### config.mk
export PLATFORM = sky130hd
export DESIGN_NAME = fifo_rr_stripe
export DESIGN_NICKNAME = d
export VERILOG_FILES = /design/src/rtl/fifo_rr_stripe.sv
export SDC_FILE = /design/constraint.sdc
export NUM_CORES = 2
export LEC_CHECK = 0
export CAP_MARGIN = 20
export CORE_AREA = 3 3 556 558
export CTS_CLUSTER_SIZE = 24
export DETAILED_ROUTE_END_ITERATION = 8
export DIE_AREA = 0 0 559 561
export PLACE_DENSITY_LB_ADDON = 0.15
export RECOVER_POWER = 25
export SYNTH_ARGS = -nofsm -noshare
export SYNTH_HDL_FRONTEND = slang
export SYNTH_SLANG_ARGS = --single-unit
### constraint.sdc
create_clock -name CLK -period 54.7 [get_ports CLK]
set_input_delay 8.205 -clock CLK [delete_from_list [all_inputs] [get_ports CLK]]
set_output_delay 8.205 -clock CLK [all_outputs]
set_load 0.02 [all_outputs]
### src/rtl/fifo_rr_stripe.sv
// Round-robin striped FIFO: LANES lane queues of DEPTH entries, global order preserved.
// Define FIFO_RR_LEVEL_EN to add the registered occupancy output `level`.
module fifo_rr_stripe #(
  parameter int unsigned WIDTH = 704,
  parameter int unsigned LANES = 2,
  parameter int unsigned DEPTH = 1
) (
  input  logic             CLK,
  input  logic             nRST,
  input  logic             in_enq__ENA,
  input  logic [WIDTH-1:0] in_enq_v,
  output logic             in_enq__RDY,
  input  logic             out_deq__ENA,
  output logic             out_deq__RDY,
  output logic [WIDTH-1:0] out_first,
  output logic             out_first__RDY
`ifdef FIFO_RR_LEVEL_EN
  ,
  output logic [$clog2(LANES*DEPTH+1)-1:0] level
`endif
);

  localparam int unsigned LaneW = (LANES > 1) ? $clog2(LANES) : 1;
  localparam int unsigned IdxW  = (DEPTH > 1) ? $clog2(DEPTH) : 1;
  localparam int unsigned CntW  = $clog2(DEPTH + 1);
  localparam int unsigned Cap   = LANES * DEPTH;
  localparam int unsigned AddrW = (Cap > 1) ? $clog2(Cap) : 1;

  localparam logic [LaneW-1:0] LastLane = LaneW'(LANES - 1);
  localparam logic [IdxW-1:0]  LastIdx  = IdxW'(DEPTH - 1);
  localparam logic [CntW-1:0]  FullCnt  = CntW'(DEPTH);

  logic [LaneW-1:0] r_wptr;
  logic [LaneW-1:0] r_rptr;
  logic [IdxW-1:0]  r_head    [LANES];
  logic [IdxW-1:0]  r_tail    [LANES];
  logic [CntW-1:0]  r_cnt     [LANES];
  logic [CntW-1:0]  w_cnt_nxt [LANES];
  logic [WIDTH-1:0] r_mem     [Cap];

  logic             w_enq_fire;
  logic             w_deq_fire;
  logic             w_deq_rdy;
  logic             w_all_empty;
  logic             w_all_full;
  logic [AddrW-1:0] w_waddr;
  logic [AddrW-1:0] w_raddr;

  function automatic logic [LaneW-1:0] lane_inc(input logic [LaneW-1:0] p);
    return (p == LastLane) ? '0 : p + LaneW'(1);
  endfunction

  function automatic logic [IdxW-1:0] idx_inc(input logic [IdxW-1:0] i);
    return (i == LastIdx) ? '0 : i + IdxW'(1);
  endfunction

  // Lanes are packed into one flat RAM, DEPTH consecutive words per lane.
  function automatic logic [AddrW-1:0] ram_addr(input logic [LaneW-1:0] lane,
                                                input logic [IdxW-1:0]  idx);
    return AddrW'(32'(lane) * DEPTH + 32'(idx));
  endfunction

  assign in_enq__RDY    = (r_cnt[r_wptr] != FullCnt);
  assign w_deq_rdy      = (r_cnt[r_rptr] != '0);
  assign out_deq__RDY   = w_deq_rdy;
  assign out_first__RDY = w_deq_rdy;

  assign w_enq_fire = in_enq__ENA && in_enq__RDY;
  assign w_deq_fire = out_deq__ENA && w_deq_rdy;

  assign w_waddr = ram_addr(r_wptr, r_tail[r_wptr]);
  assign w_raddr = ram_addr(r_rptr, r_head[r_rptr]);

  always_comb begin
    out_first = '0;
    if (w_deq_rdy) begin
      out_first = r_mem[w_raddr];
    end
  end

  // Same-lane enq+deq cancels out; different lanes move independently.
  always_comb begin
    for (int unsigned l = 0; l < LANES; l++) begin
      w_cnt_nxt[l] = r_cnt[l];
      if (w_enq_fire && (r_wptr == LaneW'(l))) begin
        w_cnt_nxt[l] = w_cnt_nxt[l] + CntW'(1);
      end
      if (w_deq_fire && (r_rptr == LaneW'(l))) begin
        w_cnt_nxt[l] = w_cnt_nxt[l] - CntW'(1);
      end
    end
  end

  always_ff @(posedge CLK) begin
    if (!nRST) begin
      r_wptr <= '0;
      r_rptr <= '0;
      for (int unsigned l = 0; l < LANES; l++) begin
        r_cnt[l]  <= '0;
        r_head[l] <= '0;
        r_tail[l] <= '0;
      end
    end else begin
      if (w_enq_fire) begin
        r_tail[r_wptr] <= idx_inc(r_tail[r_wptr]);
        r_wptr         <= lane_inc(r_wptr);
      end
      if (w_deq_fire) begin
        r_head[r_rptr] <= idx_inc(r_head[r_rptr]);
        r_rptr         <= lane_inc(r_rptr);
      end
      for (int unsigned l = 0; l < LANES; l++) begin
        r_cnt[l] <= w_cnt_nxt[l];
      end
    end
  end

  // Payload RAM is deliberately left out of reset.
  always_ff @(posedge CLK) begin
    if (nRST && w_enq_fire) begin
      r_mem[w_waddr] <= in_enq_v;
    end
  end

`ifdef FIFO_RR_LEVEL_EN
  localparam int unsigned LvlW = $clog2(Cap + 1);

  logic [LvlW-1:0] r_level;

  always_ff @(posedge CLK) begin
    if (!nRST) begin
      r_level <= '0;
    end else if (w_enq_fire && !w_deq_fire) begin
      r_level <= r_level + LvlW'(1);
    end else if (w_deq_fire && !w_enq_fire) begin
      r_level <= r_level - LvlW'(1);
    end
  end

  assign level = r_level;
`endif

  always_comb begin
    w_all_empty = 1'b1;
    w_all_full  = 1'b1;
    for (int unsigned l = 0; l < LANES; l++) begin
      if (r_cnt[l] != '0)     w_all_empty = 1'b0;
      if (r_cnt[l] != FullCnt) w_all_full = 1'b0;
    end
  end

  // Striping keeps the pointers aligned whenever every lane is empty or every lane is full.
  always_ff @(posedge CLK) begin
    if (nRST && (w_all_empty || w_all_full)) begin
      assert (r_rptr == r_wptr);
    end
  end

endmodule

==> reports/results.txt <==
status = complete, no violations
Synth Area in Adders = 0.000362
Post-synth top flop = edfxtp_1
H-tree depth = 4
initial DRC count = 4030
Core Box Area = 305000 um^2
Die H = 561 um
Starting Density = 0.227
setup ws final = 39430 ps
crit path capture type = primary output
max-cap viol count = 0
Max rail drop VDD = 0.0370 mV
CP required = 46500 ps
Post-Synth XOR/XNOR Area = 0.000380
critical path type = register to primary output
Hold Slack = 447 ps
setup_tns = 0 ps
Power Total = 0.00386 W
Net Sw Frac = 0.363
ANT nets after route = 0
reg2reg end = r_mem[1][267]
Async S/R FF share, synth = 0
global-route usage over all layers = 0.174
Final Critical Period = 15270 ps
RePlAce Congestion = 0.822
Slew HR = 0.126
setup repair after global routing missed its margin = no
CTS clk-pin slew, worst paths = 50 ps
Yosys warnings = 0
Clk pwr share = 0.295
gate count after technology mapping = 6306
die span in x = 559 um
crit path launch type = register
final setup vio count = 0
power density over the cells = 41.7 nW/um^2
Post-CTS Resized = 0
Comb power frac = 0.356
Hold Path Class = register to register
Site Rows = 203
Seq/Total Area, Yosys = 0.614
largest family of logic cells by synthesized area = simple AND/OR/NAND/NOR gates
nets = 8076
Bufs on Longest Clock Path = 4
GRT overflow = 0
Syn-to-layout area delta = 33.7%
R2R depth = 7
Layout Skew = 39.4 ps
synthesized cell area = 69200 um^2
NetSw = 0.00140 W
Routed WL = 288 mm
r2r setup slk = 49050 ps
fin util = 0.303
crit path max fanout = 98
post-CTS setup buffers = 0
Arr. time, crit path = 7070 ps
vias in the first global route = 52.8k
Hold Fails Final Rpt = 0
final count of pins violating max slew = 0
Synth area leader = edfxtp_1
DP Worst Slack = 40000 ps
largest net degree at the start of global routing = 263
CTS Buf Count = 184
CTS root buf = clkbuf_16
Yosys top cell area share = 0.611
IO Port Bufs = 1414
clk sinks = 1418
Peak Freq = 65.5 MHz
Synth Area in Compound Gates = 0.141
P_int = 0.00246 W
leak pwr = 29.4 nW
Final period util = 0.279
Hold Startpoint = r_tail[1]
syn_nets = 7016
Synth top cells by count = nand3_1 (1410), edfxtp_1 (1408), a31oi_1 (707), nand2_1 (707), a21o_1 (705)
cts hold-fix bufs = 0
Synth Area in Simple Gates = 0.205
count leader, synth = nand3_1
CTS tree = yes
layout cell share with drive strength beyond 1 = 0.0428
routed wire length per instance = 24.6 um
power share of the sequential group = 0.349
routed vias/inst = 4.83
Skew-Pair Late Insertion Delay = 820 ps
Avg Cell Area, Syn = 11.0 um^2
I/O Pins = 1415
synth top area cells = edfxtp_1 (61%), nand3_1 (10%), a21o_1 (7.7%), a31oi_1 (6.4%), nand2b_1 (6.4%)
multiplexer share of the synthesized area = 0.000760
Final HPWL DP = 200 mm
Yosys cell types = 29
worst slew pin tran = 1310 ps
Die ar. = 314000 um^2
#FFs+latches synth = 1418
router iterations before antenna repair = 6
# DRC = 0
first-pass GRT wire length = 400 mm
Critical Path End = out_first[309]
Post-synth EDFFs = 1408
initial antenna violation count = 280
via count = 56.4k
## cell usage in the layout (no fill, tap or decap), types with 5 or more instances in the layout
cell type	netlist	routed
clkbuf_16	0	190
nand2b_1	704	704
dfxtp_1	10	9
diode_2	0	79
nand3_1	1410	1410
clkinv_1	1	40
clkdlybuf4s50_1	0	968
bufinv_16	0	6
nand2_1	707	707
edfxtp_1	1408	1408
buf_4	5	70
buf_16	0	5
dlygate4sd3_1	0	446
clkbuf_1	344	59
a31oi_1	707	707
clkinv_2	0	24
buf_12	0	12
a21o_1	705	705
## flip-flops by register name (all words and copies together), names as in the netlist, named ones only
name    count
r_mem    1408
r_cnt       2
r_head      2
r_tail      2
r_rptr      1
r_wptr      1
## stage by stage
step | cell area (um^2) | std cells
5_1_grt | 92400 | 11654
3_3_place_gp | 86600 | 11274
6_report | 92500 | 11685
2_1_floorplan | 69200 | 6306
3_5_place_dp | 86600 | 11274
4_1_cts | 92200 | 11600
## critical path, stage by stage (launching register included)
cell             delay, ps
dfxtp_1                450
mux2i_4                260
buf_4                  660
buf_4                  870
buf_4                  800
buf_4                  890
buf_4                  870
nand3_1                160
a31oi_1                290
clkdlybuf4s50_1        670
## layout make-up
class	count	area [um^2]
flip-flops and latches	1418	42500
fillers	30879	213000
clock inverters	77	584
repair buffers	1501	15100
inverters	3	18.8
well taps	4100	5130
diodes	79	198
multi-input cells	4258	24100
clock buffers	249	4980
## power by group through the flow
stage,Sequential (W),Combinational (W),Clock [W]
2_1_floorplan,0.00148,0.000696,0
3_3_place_gp,0.00136,0.00139,0
3_5_place_dp,0.00137,0.00140,0
4_1_cts,0.00135,0.00140,0.00119
5_1_grt,0.00136,0.00147,0.00123
6_report,0.00135,0.00137,0.00114
## logic make-up (layout without fill, tap and decap cells)
| logic type | count (synthesis) | after routing |
|---|---|---|
| flip-flops | 1418 | 1418 |
| buffers and inverters | 630 | 1830 |
| AO/OA/AOI/OAI | 1417 | 1417 |
| AND/OR/NAND/NOR | 2832 | 2832 |
| XOR/XNOR | 3 | 3 |
| multiplexers | 4 | 4 |
| other | 0 | 79 |
| adder cells (fa/ha/maj) | 2 | 2 |
## how the worst min path moves through the flow
stage | endpoint | slack, ps | depth (start not counted)
2_1_floorplan | r_tail[1] | 420 | 2
4_1_cts | r_tail[1] | 450 | 2
6_report | r_tail[1] | 450 | 2
3_3_place_gp | r_tail[1] | 430 | 2
5_1_grt | r_tail[1] | 490 | 2
3_5_place_dp | r_tail[1] | 440 | 2
## per-layer routing
metal	wire length [um]	track usage
met5	697	0
met1	115000	0.205
met3	26000	0.0666
met2	135000	0.288
met4	11800	0.0632
Power figures use the tool's default switching activity.
